<file path="config.mk">
export PLATFORM = sky130hd
export DESIGN_NAME = dram_read_return_tracker
export DESIGN_NICKNAME = d
export VERILOG_FILES = /design/src/rtl/dram_pkg.sv /design/src/rtl/dram_rd_fifo.sv /design/src/rtl/dram_read_return_tracker.sv
export SDC_FILE = /design/constraint.sdc
export NUM_CORES = 1
export LEC_CHECK = 0
export ABC_AREA = 1
export CORE_MARGIN = 4
export CORE_UTILIZATION = 45
export DETAILED_ROUTE_END_ITERATION = 16
export GPL_ROUTABILITY_DRIVEN = 0
export GPL_TIMING_DRIVEN = 0
export PLACE_DENSITY = 0.72
export SLEW_MARGIN = 20
export SYNTH_ARGS = -nofsm -noshare
export SYNTH_HDL_FRONTEND = slang
export SYNTH_SLANG_ARGS = --single-unit
export TNS_END_PERCENT = 10
</file>
<file path="constraint.sdc">
create_clock -name CLK -period 5.4 [get_ports CLK]
set_input_delay 1.35 -clock CLK [delete_from_list [all_inputs] [get_ports CLK]]
set_output_delay 1.35 -clock CLK [all_outputs]
set_load 0.02 [all_outputs]
</file>
<file path="src/rtl/dram_pkg.sv">
// Shared types, defaults and the address encoder for the DRAM read-return path.
package dram_pkg;

  localparam int WORD_W          = 32;
  localparam int IGNORE_BITS     = 1;
  localparam int RANK_BITS       = 1;
  localparam int ROW_BITS        = 14;
  localparam int BANK_BITS       = 2;
  localparam int BANK_GROUP_BITS = 2;
  localparam int COLUMN_BITS     = 10;
  localparam int OFFSET_BITS     = 2;

  localparam int DEF_DEPTH     = 8;
  localparam int DEF_BURST_LEN = 8;
  localparam int DEF_DATA_W    = 64;

  localparam bit ENC_OK =
    (IGNORE_BITS + RANK_BITS + ROW_BITS + BANK_BITS +
     BANK_GROUP_BITS + COLUMN_BITS + OFFSET_BITS) == WORD_W;

  typedef logic [WORD_W-1:0] word_t;

  // Exact inverse of the decoder's address split.
  function automatic word_t encode_addr(
    input logic [IGNORE_BITS-1:0]     ig,
    input logic [RANK_BITS-1:0]       rk,
    input logic [ROW_BITS-1:0]        rw,
    input logic [BANK_BITS-1:0]       bk,
    input logic [BANK_GROUP_BITS-1:0] bg,
    input logic [COLUMN_BITS-1:0]     cl,
    input logic [OFFSET_BITS-1:0]     of
  );
    return {ig, rk, rw, bk, bg, cl, of};
  endfunction

endpackage

</file>
<file path="src/rtl/dram_rd_fifo.sv">
// In-order queue of outstanding READ addresses.
module dram_rd_fifo #(
  parameter int DEPTH = 8,
  parameter int WIDTH = 32
) (
  input  logic             clk,
  input  logic             rst_n,
  input  logic             push,
  input  logic [WIDTH-1:0] din,
  input  logic             pop,
  output logic [WIDTH-1:0] head,
  output logic             full,
  output logic             empty
);

  localparam int AW = $clog2(DEPTH);

  logic [WIDTH-1:0] mem [DEPTH];
  logic [AW:0]      wptr;
  logic [AW:0]      rptr;

  always_ff @(posedge clk or negedge rst_n) begin
    if (!rst_n) begin
      wptr <= '0;
      rptr <= '0;
    end else begin
      if (push) wptr <= wptr + 1'b1;
      if (pop)  rptr <= rptr + 1'b1;
    end
  end

  always_ff @(posedge clk) begin
    if (push) mem[wptr[AW-1:0]] <= din;
  end

  assign head  = mem[rptr[AW-1:0]];
  assign empty = (wptr == rptr);
  assign full  = (wptr[AW-1:0] == rptr[AW-1:0]) &&
                 (wptr[AW] != rptr[AW]);

endmodule

</file>
<file path="src/rtl/dram_read_return_tracker.sv">
// Tags returning READ data beats with the word address of the owning READ.
module dram_read_return_tracker
  import dram_pkg::*;
#(
  parameter int DEPTH     = DEF_DEPTH,
  parameter int BURST_LEN = DEF_BURST_LEN,
  parameter int DATA_W    = DEF_DATA_W
) (
  input  logic                       CLK,
  input  logic                       nRST,
  input  logic                       rd_issue,
  input  logic [RANK_BITS-1:0]       rank,
  input  logic [BANK_GROUP_BITS-1:0] BG,
  input  logic [BANK_BITS-1:0]       bank,
  input  logic [ROW_BITS-1:0]        row,
  input  logic [COLUMN_BITS-1:0]     col,
  input  logic [OFFSET_BITS-1:0]     offset,
  input  logic [IGNORE_BITS-1:0]     ignore,
  input  logic                       dq_valid,
  input  logic [DATA_W-1:0]          dq_data,
  output logic                       full,
  output logic                       resp_valid,
  output word_t                      resp_addr,
  output logic [DATA_W-1:0]          resp_data,
  output logic                       resp_last,
  output logic                       overflow_err,
  output logic                       underflow_err
);

  localparam int CW = (BURST_LEN > 1) ? $clog2(BURST_LEN) : 1;
  localparam logic [CW-1:0] LAST_CNT = CW'(BURST_LEN - 1);

  if (!ENC_OK) begin : g_enc_chk
    $error("address field widths do not sum to WORD_W");
  end

  logic [CW-1:0] cnt;
  logic          empty;
  logic          push;
  logic          beat;
  logic          last_beat;
  word_t         head;
  word_t         waddr;

  assign waddr = encode_addr(ignore, rank, row, bank, BG, col, offset);
  assign push  = rd_issue && !full;

  // A beat only matches an entry that was queued before this edge.
  assign beat      = dq_valid && !empty;
  assign last_beat = beat && (cnt == LAST_CNT);

  dram_rd_fifo #(
    .DEPTH (DEPTH),
    .WIDTH (WORD_W)
  ) u_fifo (
    .clk   (CLK),
    .rst_n (nRST),
    .push  (push),
    .din   (waddr),
    .pop   (last_beat),
    .head  (head),
    .full  (full),
    .empty (empty)
  );

  always_ff @(posedge CLK or negedge nRST) begin
    if (!nRST) begin
      cnt           <= '0;
      resp_valid    <= 1'b0;
      resp_addr     <= '0;
      resp_data     <= '0;
      resp_last     <= 1'b0;
      overflow_err  <= 1'b0;
      underflow_err <= 1'b0;
    end else begin
      resp_valid <= beat;
      resp_last  <= last_beat;
      if (beat) begin
        resp_addr <= head;
        resp_data <= dq_data;
        cnt       <= last_beat ? '0 : cnt + 1'b1;
      end
      if (rd_issue && full)      overflow_err  <= 1'b1;
      if (dq_valid && empty)     underflow_err <= 1'b1;
    end
  end

endmodule

</file>
==> results of run 1 <==
## state kept, by name, summed over array words and instances, names as in the netlist
name,count
u_fifo.wptr,4
resp_data,64
resp_valid,1
u_fifo.mem,256
underflow_err,1
overflow_err,1
resp_addr,32
u_fifo.rptr,4
resp_last,1
cnt,3
## cell usage after synthesis
library cell | number | area share
nand2_1 | 749 | 0.18
inv_1 | 265 | 0.064
edfxtp_1 | 256 | 0.49
nand3_1 | 134 | 0.043
dfrtp_1 | 111 | 0.18
buf_2 | 34 | 0.011
clkbuf_1 | 19 | 0.0046
buf_4 | 12 | 0.0058
nand4_1 | 6 | 0.0024
nor2_1 | 6 | 0.0014
buf_1 | 5 | 0.0012
buf_6 | 4 | 0.0029
ha_1 | 4 | 0.0032
inv_2 | 3 | 0.00072
nor3_1 | 3 | 0.00096
nand2_4 | 2 | 0.0014
o21ai_0 | 2 | 0.00064
xor2_1 | 2 | 0.0011
a21o_1 | 1 | 0.00048
a31o_2 | 1 | 0.00056
inv_4 | 1 | 0.00040
nor2_2 | 1 | 0.00040
nor2_4 | 1 | 0.00072
xnor2_1 | 1 | 0.00056
## cell type report
class	instances	area (um2)
Buffer	74	395
Clock buffer	56	1100
Clock inverter	13	58.8
Fill cell	2813	14300
Inverter	269	1010
Multi-Input combinational cell	913	3750
Sequential cell	367	10500
Tap cell	448	561
Timing Repair Buffer	217	2240
## how the worst max path moves through the flow
stage / start / endpoint / slack [ns] / depth (start not counted)
after floorplan: rd_issue / u_fifo.mem[3][0] / 1.22 / 2
after global placement: nRST / resp_addr[16] / -1.53 / 1
after detailed placement: rd_issue / u_fifo.mem[5][7] / 1.81 / 6
after CTS: u_fifo.rptr[0] / full / 1.69 / 8
after global routing: u_fifo.rptr[0] / full / 1.59 / 8
final: u_fifo.rptr[0] / full / 1.70 / 8
## power by group through the flow
stage	Clock, mW	Sequential (mW)	Combinational [mW]
after floorplan	0	4.46	1.67
after global placement	0	4.03	3.60
after detailed placement	0	4.02	3.79
after CTS	2.50	3.97	3.82
after global routing	2.62	4.03	4.17
final	2.45	3.97	3.79
## cells by family after synthesis
| group | after synthesis | share of synthesized area |
|---|---|---|
| buffers and inverters | 343 | 0.0904 |
| XOR/XNOR | 3 | 0.00169 |
| flip-flops | 367 | 0.672 |
| AND/OR/NAND/NOR | 902 | 0.231 |
| adder cells (fa/ha/maj) | 4 | 0.00321 |
| AO/OA/AOI/OAI | 4 | 0.00169 |
## per-layer routing
layer | wire length, um | vias up | track usage
li1 | - | 5517 | -
met1 | 16300 | 5402 | 0.270
met5 | 43 | - | 0
met2 | 18700 | 495 | 0.344
met3 | 3280 | 94 | 0.0466
met4 | 1150 | 6 | 0.0638
## critical path: stages (launching register included)
cell             delay (ns)
dfrtp_1                0.36
buf_2                  0.25
inv_2                  0.08
nand2_1                0.06
nand2_1                0.08
nor2_4                 0.14
nand2_1                0.14
inv_1                  0.11
clkdlybuf4s50_1        0.63
## cells in the final DEF (no fill, tap or decap), drive strengths merged
cell	netlist	layout
nand2	751	751
inv	269	269
edfxtp	256	256
clkdlybuf4s50	0	198
nand3	134	134
dfrtp	111	111
clkbuf	19	75
buf	55	74
clkinv	0	13
nor2	8	8
nand4	6	6
ha	4	4
nor3	3	3
xor2	2	2
o21ai	2	2
xnor2	1	1
a21o	1	1
a31o	1	1
## metrics by stage
stage	cells	worst slack (ns)	area, um2	util
6_report	2357	1.70	19600	0.578
5_1_grt	2357	1.59	19600	0.578
4_1_cts	2357	1.69	19600	0.578
3_5_place_dp	2288	1.81	18400	0.544
3_3_place_gp	2270	-1.53	18100	0.535
2_1_floorplan	1623	1.22	15600	-
==> summary.md, run 1 <==
| Metric | Value |
|---|---|
| Syn avg cell area | approximately 9.6 um2 |
| R2R Path Start | u_fifo.rptr[0] |
| Syn. warnings | 0 |
| Synth unique cells | 24 |
| Fin Setup TNS | 0 ns |
| Final setup violation count | 0 |
| Post-synthesis instance total | 1623 |
| Fin. Hold Viols | 0 |
| Worst hold path stage count | 1 |
| Mapped cell area | between 15000 and 20000 um2 |
| Hold WS | approximately 0.47 ns |
| Detailed Place HPWL | between 20 and 30 mm |
| Relative slew slack | 0.482 |
| IO Port Bufs | 199 |
| Final setup skew | approximately 0.016 ns |
| Antenna cells | 0 |
| Hold buffers post-CTS | 0 |
| Via density | between 4 and 5 |
| Htree depth | 2 |
| P_sw | about 3.7 mW |
| CP required | between 4 and 5 ns |
| FF-to-FF End | u_fifo.mem[5][10] |
| Unrepaired setup endpoints after global routing | false |
| Final #Nets | 1985 |
| Via count | 11500 |
| Max VDD drop | roughly 0.27 mV |
| Area grow syn2layout | 25.8% |
| Die Height | ~190 um |
| Full die area | roughly 38000 um2 |
| Postcts setup bufs | 0 |
| Global-route wire length before repair | around 63 mm |
| Final worst-path cycle share | 0.685 |
| WL per Instance | between 15 and 20 um |
| R2R cell count | 11 |
| Flop-to-flop setup slack | between 2 and 3 ns |
| Cell Rows | 67 |
| Initial drt markers | just under 900 |
| Number of antenna violations at the first check in global routing | 3 |
| CP endpoint kind | primary output |
| Status | finished, final reports clean |
| Worst slew pin tran | slightly below 0.8 ns |
| Post-synth net total | about 1700 |
| Later-pin clock latency in the skew report | 0.52 ns |
| Num Clock Sinks | 367 |
| Final Max Slew Viols | 0 |
| Pint | between 6 and 7 mW |
| Io pins | about 200 |
| Power Total | 10.2 mW |
| TritonCTS buffer count | 39 |
| Fraction of layout cells with a size suffix above 1 | 0.0718 |
| Starting Density | 0.460 |
| Crit path time final | 3.70 ns |
| Power per cell area | roughly 520 nW/um2 |
| Setup CP Type | reg2out |
| Hold Crit Start | overflow_err |
| Largest net degree at the start of global routing | 80 |
| Final WL | about 40 mm |
| Clk pin slew, worst setup/hold paths | around 0.05 ns |
| Leak pwr | between 9 and 10 nW |
| DRT Pass-1 Iters | 7 |
| Hold endpoint | overflow_err |
| Antenna Nets Post-Route | 0 |
| Global route overflow | 0 |
| GRT Util Overall | 0.206 |
| Seq/Total Area, Yosys | 0.672 |
| CTS root buf | clkbuf_16 |
| MaxCap Viol Count | 0 |
| Worst EP arrival | approximately 2.4 ns |
| Number of buffers on the longest clock path | 3 |
| CTS tree | built |
| Peak Freq | 0.270 GHz |
| Logic gate share of total power | 0.371 |
| Flops & latches, synth | about 370 |
| Hold Crit Class | reg2reg |
| Critical path peak fanout | 7 |
| CORE AREA | about 34000 um2 |
| CP Launch Type | register |
| Die W | between 150 and 200 um |
| Clock share of power | 0.240 |
| DRC Markers | 0 |
| Sequential Power Share | 0.389 |
| CTS resizes | 0 |
| Switching Fraction | 0.360 |
| Vias in the first global route | roughly 12000 |
Note: power is estimated with default switching activity, not from simulation.
==> run 2, diff against run 1 <==
==> constraint.sdc (replaced) <==
create_clock -name CLK -period 3.5 [get_ports CLK]
set_input_delay 0.875 -clock CLK [delete_from_list [all_inputs] [get_ports CLK]]
set_output_delay 0.875 -clock CLK [all_outputs]
set_load 0.02 [all_outputs]
==> results of run 2 <==
The final DEF is identical to that of run 1. Status: finished, final reports clean.
Among the figures that moved: setup slack after placement 1.81 ns -> 0.387 ns; clock-pin slew on the worst setup and hold paths 0.05 ns -> 0.06 ns; setup slack after layout 1.70 ns -> 0.278 ns; hold slack 0.470 ns -> 0.249 ns; register-to-register setup slack 2.75 ns -> 0.85 ns; total power 10.2 mW -> 15.8 mW; worst IR drop on VDD 0.266 mV -> 0.410 mV
==> run 3, diff against run 2 <==
--- a/config.mk
+++ b/config.mk
@@ -11,7 +11,7 @@
 export DETAILED_ROUTE_END_ITERATION = 16
 export GPL_ROUTABILITY_DRIVEN = 0
 export GPL_TIMING_DRIVEN = 0
-export PLACE_DENSITY = 0.72
+export PLACE_DENSITY = 0.75
 export SLEW_MARGIN = 20
 export SYNTH_ARGS = -nofsm -noshare
 export SYNTH_HDL_FRONTEND = slang
==> constraint.sdc (replaced) <==
create_clock -name CLK -period 2.75 [get_ports CLK]
set_input_delay 0.6875 -clock CLK [delete_from_list [all_inputs] [get_ports CLK]]
set_output_delay 0.6875 -clock CLK [all_outputs]
set_load 0.02 [all_outputs]
==> run 3 against run 2 <==
  * Die area stayed put
  * Clock power is 41% higher
  * First-iteration DRC count is 16% lower
  * Worst setup slack got worse by 0.20 ns
  * Sequential cell count did not move
  * Critical endpoint unchanged
==> summary.md, run 3 (same netlist as run 1, synthesis figures left out) <==
| Metric | Value |
|---|---|
| Die W | 194 um (unchanged) |
| Relative slew slack | 0.528 (+0.0461) |
| Die Height | 194 um (unchanged) |
| Final WL | 39.8 mm (+0.83%) |
| Most common cell after layout, fill and taps aside | nand2_1 |
| Peak Freq | ~0.37 GHz |
| Fin. Hold Viols | 0 (unchanged) |
| CORE AREA | 33900 um2 (unchanged) |
| DRC Markers | 0 (unchanged) |
| Hold WS | approximately 0.061 ns |
| Clk pin slew, worst setup/hold paths | approximately 0.060 ns |
| Detailed Place HPWL | 27.1 mm (-0.31%) |
| TritonCTS buffer count | 40 (+2.6%) |
| Leak pwr | 9.33 nW (+1.2%) |
| Area of the multi-input gates | 3770 um2 (+0.37%) |
| FF-to-FF End | u_fifo.mem[5][15] |
| GR peak layer | met2 |
| Cell Rows | 67 (unchanged) |
| GR Util met1 | 0.268 (-0.00139) |
| Final #Nets | 1989 (+0.20%) |
| Number of fill cells in the layout | 2707 (-3.8%) |
| Full die area | 37600 um2 (unchanged) |
| Slowest cell on the critical path | dfrtp_1 |
| GR Util met2 | 0.347 (+0.00272) |
| M3 GR Usage | 0.0396 (-0.00695) |
| Crit path time final | ~2.7 ns |
| MaxCap Viol Count | 0 (unchanged) |
| Via count | 11600 (+0.36%) |
| Io pins | 201 (unchanged) |
| Cell mode on critical path | nand2_1 |
| GRT Util Overall | 0.206 (+0.000748) |
| IO Port Bufs | 199 (unchanged) |
| CP endpoint kind | primary output |
| Worst EP arrival | 1.98 ns (-0.37 ns) |
| Crit path largest cell delay | 0.37 ns (-0.26 ns) |
| Critical path peak fanout | 7 (unchanged) |
| Worst slew pin tran | 0.707 ns (-0.0692 ns) |
| CTS root buf | clkbuf_16 |
| Antenna cells | 0 (unchanged) |
| Global route overflow | 0 (unchanged) |
| Via density | 4.89 (about the same) |
| Power per cell area | 1040 nW/um2 |
| Hold Crit Class | in2async |
| Later-pin clock latency in the skew report | 0.53 ns (about the same) |
| Final setup violation count | 0 (unchanged) |
| Initial drt markers | 745 (-16%) |
| WL per Instance | 16.8 um (+0.49%) |
| Flop-to-flop setup slack | around 0.21 ns |
| Starting Density | 0.460 (unchanged) |
| Status | finished, final reports clean |
| R2R Path Start | u_fifo.rptr[0] |
| DRT Pass-1 Iters | 7 (unchanged) |
| R2R cell count | 11 (unchanged) |
| Fin Setup TNS | 0 ns (unchanged) |
| Area grow syn2layout | 27.2% |
| Max reg flops | 256 (unchanged) |
| Number of antenna violations at the first check in global routing | 3 (unchanged) |
| CP required | about 2 ns |
| Final Max Slew Viols | 0 (unchanged) |
| CP Cell Sequence | buf_4 > inv_2 > nand2_1 > nand2_1 > nor2_4 > nand2_2 > inv_1 > clkdlybuf4s15_2 |
| Unrepaired setup endpoints after global routing | true |
| Largest net degree at the start of global routing | 79 (-1.3%) |
| Vias in the first global route | 11700 (-1.2%) |
| Antenna Nets Post-Route | 0 (unchanged) |
| Setup CP Type | reg2out |
| Num Clock Sinks | 367 (unchanged) |
| Number of buffers on the longest clock path | 3 (unchanged) |
| Fraction of layout cells with a size suffix above 1 | 0.0814 (+0.00961) |
| FF+latch area | 10500 um2 (about the same) |
| Global-route wire length before repair | 62.7 mm (-0.19%) |
| Final setup skew | 0.0209 ns (+0.00508 ns) |
| Htree depth | 2 (unchanged) |
| Power Total | between 20 and 25 mW |
| Max VDD drop | 0.580 mV |
| Final worst-path cycle share | 0.970 |
| CTS tree | built |
| CP Launch Type | register |
| DP Worst Slack | -0.352 ns |
| Post-route setup slack | just over 0.08 ns |
| Commonest non-fill, non-tap cells in the layout | 748 x nand2_1, 264 x inv_1, 256 x edfxtp_1 |
run 3: critical path, delay by kind of cell (launching register included):
| family | cells | cell delay [ns] |
|---|---|---|
| buffers and inverters | 4 | 0.62 |
| flip-flops | 1 | 0.37 |
| AND/OR/NAND/NOR | 4 | 0.47 |
run 3: report_power, final:
group,internal [mW],switching (mW)
Sequential,7.27,0.527
Combinational,2.81,4.70
Clock,3.24,2.10
run 3: worst max-delay path by stage:
stage	slack, ns	to	startpoint
4_1_cts	0.03	u_fifo.mem[5][15]	u_fifo.wptr[0]
2_1_floorplan	-0.97	u_fifo.mem[3][0]	u_fifo.rptr[0]
3_5_place_dp	-0.35	u_fifo.mem[5][7]	rd_issue
3_3_place_gp	-3.49	resp_addr[16]	nRST
5_1_grt	-0.003	full	u_fifo.rptr[0]
6_report	0.08	full	u_fifo.rptr[0]
run 3: per-stage QoR:
stage	instances	cell area, um2	utilization
floorplan	1623	15600	-
global placement	2270	18100	0.535
detailed placement	2288	18400	0.544
CTS	2362	19800	0.584
global route	2365	19800	0.585
finish	2365	19800	0.585
run 3: layout make-up:
class | count | share of cell area
Clock inverter | 9 | 0.00391
Sequential cell | 367 | 0.528
Inverter | 269 | 0.0511
Buffer | 74 | 0.0201
Multi-Input combinational cell | 913 | 0.190
Timing Repair Buffer | 220 | 0.115
Tap cell | 448 | 0.0283
Clock buffer | 65 | 0.0637
run 3: per-layer routing:
layer,wire (um),part of all wire,vias to the layer above
met2,19000,0.48,484
li1,-,-,5535
met3,2850,0.071,102
met1,16700,0.42,5428
met4,1260,0.032,6
met5,40,0.0010,-
run 3: repair_timing:
item                                   in CTS  in global routing
endpoints found under the hold margin       0                  0
setup buffers                               0                  3
gates resized for setup                     5                  4
pin swaps                                   0                  1
hold buffers                                0                  0
setup endpoints to repair                  15                 67
